<file path="src/rtl/uart_rx_fifo.sv">
// UART receiver (8N1-style, optional parity) feeding a small receive FIFO.
// The serial input is synchronised, then sampled at mid-bit using one shared counter.
module uart_rx_fifo #(
    parameter int unsigned CLKS_PER_HALF_BIT = 53,
    parameter int unsigned DATA_BITS         = 8,
    parameter int unsigned PARITY            = 0,
    parameter int unsigned FIFO_DEPTH        = 16
) (
    input  logic                              clk,
    input  logic                              rst,
    input  logic                              ser_rx,
    output logic [DATA_BITS-1:0]              out_data,
    output logic                              out_frame_err,
    output logic                              out_parity_err,
    output logic                              out_valid,
    input  logic                              out_ready,
    output logic [$clog2(FIFO_DEPTH+1)-1:0]   count,
    output logic                              overflow,
    input  logic                              overflow_clr
);

    localparam int unsigned CntW   = $clog2(2 * CLKS_PER_HALF_BIT);
    localparam int unsigned BitW   = $clog2(DATA_BITS);
    localparam int unsigned PtrW   = $clog2(FIFO_DEPTH);
    localparam int unsigned CountW = $clog2(FIFO_DEPTH + 1);
    localparam int unsigned EntryW = DATA_BITS + 2;

    localparam logic [CntW-1:0] HalfLoad = CntW'(CLKS_PER_HALF_BIT - 1);
    localparam logic [CntW-1:0] FullLoad = CntW'(2 * CLKS_PER_HALF_BIT - 1);

    typedef enum logic [2:0] {StIdle, StStart, StData, StPar, StStop} state_e;

    // Synchroniser and edge register
    logic sync1_q, rxs_q, prev_q;

    always_ff @(posedge clk) begin
        if (rst) begin
            sync1_q <= 1'b1;
            rxs_q   <= 1'b1;
            prev_q  <= 1'b1;
        end else begin
            sync1_q <= ser_rx;
            rxs_q   <= sync1_q;
            prev_q  <= rxs_q;
        end
    end

    logic fall;
    assign fall = prev_q & ~rxs_q;

    // Receiver FSM
    state_e                 state_q, state_d;
    logic [CntW-1:0]        cnt_q, cnt_d;
    logic [BitW-1:0]        bit_q, bit_d;
    logic [DATA_BITS-1:0]   shift_q, shift_d;
    logic                   perr_q, perr_d;
    logic                   tick, par_req;
    logic                   push;
    logic [EntryW-1:0]      push_entry;

    assign tick    = (cnt_q == '0);
    assign par_req = (PARITY == 1) ? ~^shift_q : ^shift_q;

    always_ff @(posedge clk) begin
        if (rst) begin
            state_q <= StIdle;
            cnt_q   <= '0;
            bit_q   <= '0;
            shift_q <= '0;
            perr_q  <= 1'b0;
        end else begin
            state_q <= state_d;
            cnt_q   <= cnt_d;
            bit_q   <= bit_d;
            shift_q <= shift_d;
            perr_q  <= perr_d;
        end
    end

    always_comb begin
        state_d = state_q;
        cnt_d   = tick ? cnt_q : cnt_q - 1'b1;
        bit_d   = bit_q;
        shift_d = shift_q;
        perr_d  = perr_q;
        case (state_q)
            StIdle: begin
                if (fall) begin
                    state_d = StStart;
                    cnt_d   = HalfLoad;
                end
            end
            StStart: begin
                if (tick) begin
                    if (!rxs_q) begin
                        state_d = StData;
                        cnt_d   = FullLoad;
                        bit_d   = '0;
                        perr_d  = 1'b0;
                    end else begin
                        state_d = StIdle;
                    end
                end
            end
            StData: begin
                if (tick) begin
                    shift_d = {rxs_q, shift_q[DATA_BITS-1:1]};
                    cnt_d   = FullLoad;
                    if (bit_q == BitW'(DATA_BITS - 1)) begin
                        state_d = (PARITY != 0) ? StPar : StStop;
                    end else begin
                        bit_d = bit_q + 1'b1;
                    end
                end
            end
            StPar: begin
                if (tick) begin
                    perr_d  = rxs_q ^ par_req;
                    cnt_d   = FullLoad;
                    state_d = StStop;
                end
            end
            StStop: begin
                if (tick) begin
                    state_d = StIdle;
                end
            end
            default: state_d = StIdle;
        endcase
    end

    always_comb begin
        push       = (state_q == StStop) && tick;
        push_entry = {perr_q, ~rxs_q, shift_q};
    end

    // Receive FIFO
    logic [EntryW-1:0] mem_q [FIFO_DEPTH];
    logic [PtrW-1:0]   wr_q, wr_d, rd_q, rd_d;
    logic [CountW-1:0] count_q, count_d;
    logic              ovf_q, ovf_d;
    logic              full, pop, push_ok, drop;
    logic [EntryW-1:0] head;

    assign full    = (count_q == CountW'(FIFO_DEPTH));
    assign pop     = out_valid && out_ready;
    assign push_ok = push && (!full || pop);
    assign drop    = push && full && !pop;

    always_comb begin
        wr_d    = push_ok ? wr_q + 1'b1 : wr_q;
        rd_d    = pop ? rd_q + 1'b1 : rd_q;
        count_d = count_q;
        case ({push_ok, pop})
            2'b10:   count_d = count_q + 1'b1;
            2'b01:   count_d = count_q - 1'b1;
            default: count_d = count_q;
        endcase
        // A drop in the same cycle as a clear wins so the loss is never hidden
        ovf_d = drop ? 1'b1 : (overflow_clr ? 1'b0 : ovf_q);
    end

    always_ff @(posedge clk) begin
        if (rst) begin
            wr_q    <= '0;
            rd_q    <= '0;
            count_q <= '0;
            ovf_q   <= 1'b0;
        end else begin
            wr_q    <= wr_d;
            rd_q    <= rd_d;
            count_q <= count_d;
            ovf_q   <= ovf_d;
        end
    end

    always_ff @(posedge clk) begin
        if (push_ok) begin
            mem_q[wr_q] <= push_entry;
        end
    end

    assign head           = mem_q[rd_q];
    assign out_valid      = (count_q != '0);
    assign out_data       = out_valid ? head[DATA_BITS-1:0] : '0;
    assign out_frame_err  = out_valid ? head[DATA_BITS] : 1'b0;
    assign out_parity_err = out_valid ? head[DATA_BITS+1] : 1'b0;
    assign count          = count_q;
    assign overflow       = ovf_q;

endmodule

</file>
<file path="config.mk">
export PLATFORM = sky130hd
export DESIGN_NAME = uart_rx_fifo
export DESIGN_NICKNAME = d
export VERILOG_FILES = /design/src/rtl/uart_rx_fifo.sv
export SDC_FILE = /design/constraint.sdc
export NUM_CORES = 1
export LEC_CHECK = 0
export ABC_CLOCK_PERIOD_IN_PS = 2800
export BUFFER_PORTS_ARGS = -buffer_cell sky130_fd_sc_hd__buf_2
export CAP_MARGIN = 10
export CORE_ASPECT_RATIO = 0.9
export CORE_MARGIN = 4
export CORE_UTILIZATION = 56
export DETAILED_ROUTE_END_ITERATION = 8
export HOLD_SLACK_MARGIN = 0.05
export PLACE_DENSITY = 0.76
export SLEW_MARGIN = 10
export SYNTH_ARGS = -nofsm -noshare
export SYNTH_HDL_FRONTEND = slang
export SYNTH_SLANG_ARGS = --single-unit
</file>
<file path="constraint.sdc">
create_clock -name clk -period 2.8 [get_ports clk]
set_input_delay 0.42 -clock clk [delete_from_list [all_inputs] [get_ports clk]]
set_output_delay 0.42 -clock clk [all_outputs]
set_load 0.005 [all_outputs]
</file>
## Word level (Yosys, flattened, before mapping)

Memory sizes are Yosys's and may differ from the RTL's. A register that Yosys moved wholly into a read port is not among the register bits.
Cells that the tools add are included.

| word-level totals | value |
|---|---|
| register bits | 39 |
| memory bits (writable) | 160 |
| bits of input ports | 5 |
| memories | 1 |

| operators by class | value |
|---|---|
| $add $sub $neg | 6 |
| equal/unequal tests | 16 |
| multiplexer cells | 33 |
| bitwise operators | 3 |
| reduce and logical (&&, ||, !) cells | 21 |

Memory list:

| name | words | bits a word | rd ports | clocked after memory_dff | wr ports | RTL line | RTL |
|---|---|---|---|---|---|---|---|
| mem_q | 16 | 10 | 1 | 1 | 1 | 138 | `logic [EntryW-1:0] mem_q [FIFO_DEPTH];` |

Operators by type and width:

| kind | number |
|---|---|
| $mux W7 | 5 |
| $mux W3 | 10 |
| $pmux W7 S3 | 1 |
| $ne A2 B2 Y1 const B | 8 |
| $pmux W3 S5 | 1 |
| $pmux W5 S2 | 1 |
| $mux W1 | 9 |
| $add A4 B1 Y4 const B | 2 |
| $mux W4 | 2 |
| $mux W8 | 1 |
| $reduce_bool A2 Y1 | 4 |
| $reduce_xor A8 Y1 | 1 |
| $logic_not A7 Y1 | 1 |
| $sub A7 B1 Y7 const B | 1 |
| $eq A3 B2 Y1 const B | 2 |
| $eq A3 B3 Y1 const B | 2 |
| $pmux W3 S2 | 1 |
| $reduce_and A6 Y1 | 1 |
| $add A5 B1 Y5 const B | 1 |
| $eq A5 B5 Y1 const B | 1 |
| $logic_and A1 B1 Y1 | 5 |
| $reduce_and A5 Y1 | 1 |
| $reduce_bool A5 Y1 | 1 |
| $sub A5 B1 Y5 const B | 1 |
| other kinds (15) | 16 |

## Longest topological paths before layout

Gate-level depths: netlist of the first run.

| logic depth | value |
|---|---|
| depth in word-level cells | 6 |
| depth in mapped cells | 11 |
| mapped depth without buffers | 11 |

## Worst setup path after synthesis of the first run

No wires, ideal clock.

| path | value |
|---|---|
| path kind | register to register |
| from | register count_q[0] (netlist: count[0]) |
| to | register count_q[4] (netlist: count[4]) |
| library setup time | 0.121 ns |
| data arrival time | 2.563 ns |
| data required time | 2.679 ns |
| setup slack | 0.116 ns |
| stages on the path, launching flop included | 10 |
| buffers on the path | 0 |
| clock period less this slack | 2.684 ns |
| cells stage by stage | dfxtp_1 -> or4_4 -> o21ai_2 -> nor2_1 -> fa_1 -> a21o_1 -> a21oi_1 -> a21oi_1 -> a22oi_1 -> mux2_2 |

| between the ends | value |
|---|---|
| cells in the longest elaborated chain, start to end | 6 |
| elaborated cells between the ends (all ways) | 12 |
| classes of those cells | add/sub (2); eq/ne (3); mux (1); reduce/logical (6) |

RTL lines:

| item | RTL line | RTL |
|---|---|---|
| start, declared | 140 | `logic [CountW-1:0] count_q, count_d;` |
| start signal, assigned | 172 | `count_q <= count_d;` |
| $eq A5 B5 Y1 / $reduce_bool A5 Y1 (equally long branches) | 145, 184 |  |
| $logic_not A1 Y1 / $logic_and A1 B1 Y1 (equally long branches) | 147, 146 |  |
| $logic_or A1 B1 Y1 | 147 | `assign push_ok = push && (!full \|\| pop);` |
| $logic_and A1 B1 Y1 | 147 |  |
| $eq A2 B1 Y1 / $eq A2 B2 Y1 (equally long branches) | 154 | `case ({push_ok, pop})` |
| $pmux W5 S2 / $reduce_bool A2 Y1 (equally long branches) | n/a |  |

Parallel ways exist; a longest one is shown, timed or not.
A chain may end at the register's enable or synchronous reset.

==> flow_summary.yaml, run 1 <==
min_path:
  min_to: "sync1_q$_SDFF_PP1_"
  hold_path_depth: 2
  hp-class: "in -> reg"
  min-delay-start: "ser_rx"
detailed_routing:
  first_iter_violations: 323
  vias_per_cell: 5.934
  routed_wl_mm: 16.26
  vias: 4468
  dr.pass1.iters: 4
  ant_nets: 0
  drcViolationCount: 0
  wl_per_cell_um: 21.59
critical_path:
  arrival_ns: 2.47
  crit_path_top_delay_cell: "mux4_2"
  reg2reg_slack_ns: 0.13
  rr_startpoint: "count[0]$_SDFFE_PP0P_"
  cpMostUsedCell: "mux4_2"
  crit_path_cell_trace: "buf_12 -> mux4_2 -> mux4_2 -> and2_1 -> buf_2"
  reg2reg_depth: 9
  cp_max_fo: 13
  cp-end-kind: "output pin"
  worstSetupPathType: "reg -> out"
  max_stage_delay_ns: 0.57
  worstPathRequired_ns: 2.38
  cp-start-kind: "register"
  timing.rr.end: "count[4]$_SDFFE_PP0P_"
die:
  die_x_um: 135.7
  core.rowCount: 41
  boundaryPins: 22
  die_area_um2: 16690
  coreArea_um2: 14210
  die_h_um: 123.0
  initial_core_util_pct: 57.88
cts:
  clock_sinks: 203
  clkTransAtPathRegs_ns: 0.06
  cts_resized: 1
  cts_tree: "done"
  clock_latency_ns: 0.50
  cts_buffers: 21
  post-cts-setup-buffers: 0
  cts-hold-fix-buffers: 0
  cts_max_path_buffers: 3
  htree_levels: 1
  cts_root_buffer: "clkbuf_16"
sta:
  rsz0062_at_grt: "true"
  worst_slack_ns: -0.08735
  min_period_over_period_pct: 103.1
  fin_worst_skew_ns: 0.02857
  setup_viol: 10
  fin_crit_ns: 2.887
  drv_slew: 0
  fmax_mhz: 346.3
  finalHoldViolCount: 0
  max_slew_margin_pct: 50.34
  tns_ns: -0.4135
  worst_slew_pin_slew_ns: 0.7449
layout:
  drive_gt1_share_pct: 26.96
  nFillCells: 934
  antennaDiodeCount: 0
  area_growth_pct: 15.26
  layout_common_cells: "edfxtp_1 (160), mux4_2 (50), dfxtp_1 (40)"
  instances_no_fill: 753
  fin_nets: 566
  design_area_um2: 9479
  layout_commonest_cell: "edfxtp_1"
global_route:
  grt_pass1_vias: 4541
  grt_pass1_wl_mm: 25.95
  grt_max_degree: 42
  grt-ovfl-total: 0
  antenna_found_initial: 1
  grt.total_usage_pct: 20.81
synthesis:
  ys_ff_latch: 203
  postSynth.asyncResetShare_pct: 0
  syn-num-nets: 512
  yosysUniqueCellTypes: 42
  syn_inst: 494
  ys.flop_type: "edfxtp_1"
  synth.avg_cell_area_um2: 16.65
  synth_seq_area_share_pct: 68.89
  synth_enable_flop_cells: 160
  yosysWarnings: 0
  netlist_area_um2: 8224
run:
  maxCapViolations: 0
placed_design:
  place_area_um2: 8785
  dp.cells: 718
  dp_hpwl_mm: 9.991
  dp_slack_ns: 0.1012
  port_buffers: 21
  place_congestion: 0.8190
pwr:
  p_leak_nw: 3.238
  finalPower_mw: 6.589
  peakVddDrop_mv: 0.4672
  cellPowerDensity_nw_per_um2: 695.1
status:
  outcome: "finished with violations"
  violations: "negative setup slack"
## registers in the layout (all words and copies together), names as in the netlist, named ones only
| register | count |
|---|---|
| perr_q | 1 |
| bit_q | 3 |
| sync1_q | 1 |
| rd_q | 4 |
| state_q | 3 |
| overflow | 1 |
| cnt_q | 7 |
| wr_q | 4 |
| rxs_q | 1 |
| shift_q | 8 |
| prev_q | 1 |
| count | 5 |
| mem_q | 160 |
## layout make-up
cell class | instances | area (µm²) | share of cell area (%)
Clock inverter | 11 | 130.1 | 1.373
Sequential cell | 203 | 5672 | 59.83
Tap cell | 193 | 241.5 | 2.548
Timing Repair Buffer | 56 | 424.2 | 4.475
Multi-Input combinational cell | 259 | 2449 | 25.83
Clock buffer | 24 | 536.8 | 5.663
Inverter | 7 | 26.28 | 0.2772
## per-stage QoR
stage | hold slack, ns | util, %
6_report | 0.1220 | 66.71
3_3_place_gp | 0.4041 | 61.82
5_1_grt | 0.1237 | 66.71
2_1_floorplan | 0.3895 | -
4_1_cts | 0.1087 | 66.53
3_5_place_dp | 0.4021 | 61.82
## routing by layer
metal	vias up	track usage, %	share of wire (%)
li1	2016	-	-
met1	2289	28.58	41
met2	136	35.60	51
met3	25	3.743	6.0
met4	2	4.471	1.8
met5	-	0	0.080
## critical path: cells and delay by family (launching register included)
family / cells / cell delay [ns]
mux: 2 / 1.07
flops: 1 / 0.42
buf+inv: 2 / 0.31
simple gates: 1 / 0.17
## how the worst max path moves through the flow
stage                                      from                     to  slack (ns)  cells past startpoint
final                                  register            out_data[5]       -0.09                      5
after global routing                   register            out_data[5]       -0.16                      5
after CTS                              register            out_data[5]       -0.14                      5
after detailed placement    cnt_q[0]$_SDFF_PP0_  count[4]$_SDFFE_PP0P_        0.10                     11
after global placement    count[0]$_SDFFE_PP0P_  count[4]$_SDFFE_PP0P_        0.17                      9
after floorplan           count[0]$_SDFFE_PP0P_  count[4]$_SDFFE_PP0P_        0.12                      9
## Yosys cell counts, types with 2 or more instances
master	instances	share of area [%]
inv_1	7	0.32
a22oi_1	2	0.18
edfxtp_1	160	58
nand3_1	20	1.2
a31oi_1	2	0.15
mux4_2	50	14
nand2b_1	3	0.23
and2_1	11	0.84
ha_1	12	1.8
nand2_1	23	1.0
nand3b_1	4	0.37
buf_2	6	0.37
nor3b_1	4	0.37
or2_2	4	0.30
buf_1	5	0.23
o21ai_0	5	0.30
nor3_1	9	0.55
mux2i_1	3	0.37
nor2b_1	4	0.30
xor2_1	8	0.85
xnor2_1	10	1.1
or3_1	3	0.23
a211oi_1	3	0.27
nor2_1	37	1.7
clkbuf_1	14	0.64
mux2_4	2	0.37
dfxtp_1	43	10
a21oi_1	26	1.6
## cell families after synthesis
logic type / synth area share [%]
DFF: 68.89
xor gates and xnor gates: 2.191
and+or+nand+nor: 7.653
muxes: 14.56
AOI/OAI and AO/OA: 3.088
buffers and inverters: 1.552
adders and majority gates: 2.069
## where the power goes
part           internal [mW]  total (mW)  switching [mW]  leakage, nW
clock network           1.64        2.71            1.07        0.321
logic                  0.258       0.574           0.316         1.09
registers               3.26        3.31          0.0467         1.83
total                   5.16        6.59            1.43         3.24
Power figures use the tool's default switching activity.
==> run 2: changes to the inputs <==
--- a/config.mk
+++ b/config.mk
@@ -10,10 +10,10 @@
 export CAP_MARGIN = 10
 export CORE_ASPECT_RATIO = 0.9
 export CORE_MARGIN = 4
-export CORE_UTILIZATION = 56
+export CORE_UTILIZATION = 45
 export DETAILED_ROUTE_END_ITERATION = 8
 export HOLD_SLACK_MARGIN = 0.05
-export PLACE_DENSITY = 0.76
+export PLACE_DENSITY = 0.63
 export SLEW_MARGIN = 10
 export SYNTH_ARGS = -nofsm -noshare
 export SYNTH_HDL_FRONTEND = slang
==> flow_summary.yaml, run 2 (synthesis gave the netlist of run 1 again) <==
pwr:
  pwr-share-seq_pct: 49.3
  clkPwrFrac_pct: 41.5
  peakVddDrop_mv: 0.3491
  cellPowerDensity_nw_per_um2: 683.2
  intPower_mw: 5.192
  p_leak_nw: 3.361
  netSwitchingFraction_pct: 22.54
  switchingPower_mw: 1.511
  finalPower_mw: 6.702
  combPwrFrac_pct: 9.2
global_route:
  antenna_found_initial: 0
  grt-ovfl-total: 0
  grt.total_usage_pct: 17.22
  grt_max_degree: 42
  grt_pass1_vias: 4517
  grt_pass1_wl_mm: 26.60
critical_path:
  cp-start-kind: "register"
  worstSetupPathType: "reg -> out"
  arrival_ns: 2.47
  max_stage_delay_ns: 0.55
  worstPathRequired_ns: 2.38
  cp-end-kind: "output pin"
  critical_path_buf_inv_count: 3
  cp_max_fo: 6
  reg2reg_slack_ns: 0.11
  path_delay_family: "multiplexers"
  crit_path_cell_trace: "buf_6 -> buf_12 -> mux4_2 -> mux4_2 -> and2_4 -> buf_6"
  crit_path_top_delay_cell: "mux4_2"
die:
  core.rowCount: 46
  die_h_um: 136.3
  die_x_um: 150.5
  initial_core_util_pct: 46.24
  boundaryPins: 22
  coreArea_um2: 17780
  die_area_um2: 20510
placed_design:
  place_congestion: 0.7969
  dp_hpwl_mm: 10.06
  port_buffers: 21
detailed_routing:
  wl_per_cell_um: 20.73
  first_iter_violations: 294
  vias_per_cell: 5.417
  vias: 4415
  drcViolationCount: 0
  routed_wl_mm: 16.90
  ant_nets: 0
  dr.pass1.iters: 5
status:
  violations: "negative setup slack"
  outcome: "finished with violations"
layout:
  fin_util_pct: 55.16
  antennaDiodeCount: 0
  layout_common_cells: "edfxtp_1 (160), mux4_2 (50), dfxtp_1 (40)"
  reg_top3: "mem_q (160), shift_q (8), cnt_q (7)"
  fin_nets: 577
  layout_commonest_cell: "edfxtp_1"
  largest_register_ffs: 160
  area_growth_pct: 19.29
  drive_gt1_share_pct: 30.09
  largest-register: "mem_q"
cts:
  cts-hold-fix-buffers: 0
  cts_buffers: 22
  cts_root_buffer: "clkbuf_16"
  cts_max_path_buffers: 3
  htree_levels: 1
  clock_sinks: 203
  clkTransAtPathRegs_ns: 0.06
  cts_tree: "done"
  clock_latency_ns: 0.50
min_path:
  hp-class: "in -> reg"
sta:
  worst_slack_ns: -0.08788
  fin_worst_skew_ns: 0.01451
  worst_slew_pin_slew_ns: 0.7448
  rsz0062_at_grt: "true"
  finalHoldViolCount: 0
  whs_ns: 0.1040
  min_period_over_period_pct: 103.1
  setup_viol: 10
  fin_crit_ns: 2.888
  max_slew_margin_pct: 50.34
  fmax_mhz: 346.3
  drv_slew: 0
run:
  maxCapViolations: 0
run 2: final timing paths:
check,depth (start not counted),to,start
worst max-delay path,6,out_data[0],register
worst min-delay path,2,sync1_q$_SDFF_PP1_,ser_rx
worst max register to register,9,count[4]$_SDFFE_PP0P_,count[1]$_SDFFE_PP0P_
worst min register to register,1,rxs_q$_SDFF_PP1_,sync1_q$_SDFF_PP1_
run 2: stage by stage:
stage	instances	TNS [ns]	worst slack, ns	area (µm²)
global placement	765	0	0.1717	8831
global route	815	-1.376	-0.1532	9811
finish	815	-0.6786	-0.08788	9811
detailed placement	765	0	0.04385	8831
CTS	814	-0.8784	-0.1009	9751
floorplan	494	0	0.1165	8224
run 2: what timing repair did:
action / CTS / global route
setup endpoints to repair: 10 / 11
buffers inserted: 6 / 0
gates cloned: 5 / 1
gates resized for setup: 15 / 9
pin swaps: 0 / 1
run 2: layout make-up:
type,count,area [µm²]
tap,240,300.3
timing repair buffer,66,646.9
clock inverter,11,93.84
inverter,7,26.28
clock buffer,29,618.1
multi-input combinational,259,2454
fill,1392,7974
sequential,203,5672
run 2: power groups by stage:
stage               Clock [mW]  Sequential [mW]  Combinational (mW)
floorplan                    0             3.36               0.425
global placement             0             3.36               0.562
detailed placement           0             3.37               0.573
CTS                       2.86             3.30               0.603
global route              3.00             3.31               0.689
finish                    2.78             3.30               0.614
run 2: routing by layer:
layer  vias up  global-route usage (%)  wire, µm
met5         -                       0         0
met4         0                   3.811       249
met3        18                   3.067       768
met2        84                   28.77      8421
met1      2276                   23.82      7456
li1       2037                       -         -
==> run 3: changes to the inputs <==
==> config.mk (replaced) <==
export PLATFORM = sky130hd
export DESIGN_NAME = uart_rx_fifo
export DESIGN_NICKNAME = d
export VERILOG_FILES = /design/src/rtl/uart_rx_fifo.sv
export SDC_FILE = /design/constraint.sdc
export NUM_CORES = 1
export LEC_CHECK = 0
export ABC_CLOCK_PERIOD_IN_PS = 3500
export BUFFER_PORTS_ARGS = -buffer_cell sky130_fd_sc_hd__buf_2
export CAP_MARGIN = 10
export CORE_ASPECT_RATIO = 0.9
export CORE_MARGIN = 4
export CORE_UTILIZATION = 45
export DETAILED_ROUTE_END_ITERATION = 8
export HOLD_SLACK_MARGIN = 0.05
export PLACE_DENSITY = 0.61
export SYNTH_ARGS = -nofsm -noshare
export SYNTH_HDL_FRONTEND = slang
export SYNTH_SLANG_ARGS = --single-unit
==> constraint.sdc (replaced) <==
create_clock -name clk -period 3.5 [get_ports clk]
set_input_delay 0.525 -clock clk [delete_from_list [all_inputs] [get_ports clk]]
set_output_delay 0.525 -clock clk [all_outputs]
set_load 0.005 [all_outputs]
==> flow_summary.yaml, run 3 (synthesis gave the netlist of run 1 again) <==
status:
  outcome: "finished clean"
cts:
  clock_latency_ns: 0.51
  cts_resized: 0
  post-cts-setup-buffers: 0
  cts_root_buffer: "clkbuf_16"
  cts_max_path_buffers: 3
  cts_tree: "done"
  htree_levels: 1
  clock_sinks: 203
  clkTransAtPathRegs_ns: 0.06
  cts_buffers: 22
  cts-hold-fix-buffers: 0
global_route:
  grt.total_usage_pct: 15.99
  grt-ovfl-total: 0
  antenna_found_initial: 0
  grt_pass1_vias: 4386
  grt_max_degree: 42
  grt_pass1_wl_mm: 25.08
sta:
  fin_worst_skew_ns: 0.03621
  max_slew_margin_pct: 48.36
  whs_ns: 0.2243
  finalHoldViolCount: 0
  fin_crit_ns: 3.298
  drv_slew: 0
  rsz0062_at_grt: "false"
  worst_slew_pin_slew_ns: 0.7736
  tns_ns: 0
  min_period_over_period_pct: 94.22
  fmax_mhz: 303.2
  setup_viol: 0
detailed_routing:
  drcViolationCount: 0
  dr.pass1.iters: 4
  first_iter_violations: 331
  ant_nets: 0
  vias_per_cell: 5.417
  wl_per_cell_um: 19.88
  routed_wl_mm: 15.75
  vias: 4290
layout:
  area_growth_pct: 15.87
  drive_gt1_share_pct: 25.18
  layout_common_cells: "edfxtp_1 (160), mux4_2 (50), dfxtp_1 (41)"
  fin_nets: 554
  layout_commonest_cell: "edfxtp_1"
  reg_top3: "mem_q (160), shift_q (8), cnt_q (7)"
  largest_register_ffs: 160
  antennaDiodeCount: 0
  fin_util_pct: 53.58
  largest-register: "mem_q"
  design_area_um2: 9529
die:
  die_h_um: 136.3
  boundaryPins: 22
  core.rowCount: 46
  initial_core_util_pct: 46.24
  die_area_um2: 20510
  coreArea_um2: 17780
  die_x_um: 150.5
critical_path:
  worstPathRequired_ns: 2.97
  cp-end-kind: "output pin"
  critical_path_buf_inv_count: 2
  worstSetupPathType: "reg -> out"
  cpMostUsedCell: "mux4_2"
  max_stage_delay_ns: 0.67
  arrival_ns: 2.77
  cp_max_fo: 13
  crit_path_top_delay_cell: "dfxtp_2"
  cp-start-kind: "register"
  crit_path_cell_trace: "buf_4 -> mux4_2 -> mux4_2 -> and2_1 -> buf_2"
  path_delay_family: "multiplexers"
placed_design:
  dp_hpwl_mm: 10.05
  place_area_um2: 8733
  place_congestion: 0.7875
  port_buffers: 21
pwr:
  peakVddDrop_mv: 0.3887
  cellPowerDensity_nw_per_um2: 584.7
  finalPower_mw: 5.571
  p_leak_nw: 3.225
run:
  maxCapViolations: 0
min_path:
  hp-class: "in -> reg"
==> run 3: cell types whose count changed in the layout (fill, tap and decap cells not counted), moves of 2 or more <==
cell,previous run,this run
buf_4,33,19
buf_6,9,0
and2_1,5,11
and2_4,6,0
buf_2,15,21
buf_16,5,0
bufinv_16,1,6
clkinv_2,5,2
clkbuf_16,24,22
clkbuf_8,2,0
clkinvlp_4,2,0
==> run 3: layout make-up <==
class                           instances  area [µm²]
Tap cell                              240       300.3
Inverter                                7       26.28
Sequential cell                       203        5668
Fill cell                            1435        8255
Clock inverter                         13       226.5
Timing Repair Buffer                   43       307.8
Multi-Input combinational cell        259        2431
Clock buffer                           27       569.3
==> run 3: per-stage QoR <==
| stage | worst slack (ns) | instances |
|---|---|---|
| final | 0.2023 | 792 |
| after global placement | 0.6792 | 752 |
| after global routing | 0.04112 | 792 |
| after floorplan | 0.8165 | 494 |
| after detailed placement | 0.6281 | 752 |
| after CTS | 0.1402 | 792 |
==> run 3: path summary, 6_finish.rpt <==
kind	end	from	slack [ns]	depth (start not counted)
max	out_data[6]	register	0.20	5
min reg2reg	rxs_q$_SDFF_PP1_	sync1_q$_SDFF_PP1_	0.41	1
min	sync1_q$_SDFF_PP1_	ser_rx	0.22	2
max reg2reg	count[4]$_SDFFE_PP0P_	count[0]$_SDFFE_PP0P_	0.58	9
==> run 3: layer usage <==
metal  up-vias  GRT usage, %  part of all wire, %  routed length, µm
met5         -             0                    0                  0
met4         0         3.659                  1.7                272
met3        22         2.833                  5.0                795
met2        78         25.98                   48               7526
met1      2197         22.78                   45               7154
li1       1993             -                    -                  -
==> run 3: where the power goes <==
| part | switching, mW | internal [mW] | leakage (nW) |
|---|---|---|---|
| Sequential | 0.0408 | 2.61 | 1.83 |
| Clock | 0.903 | 1.60 | 0.385 |
| Combinational | 0.240 | 0.177 | 1.01 |
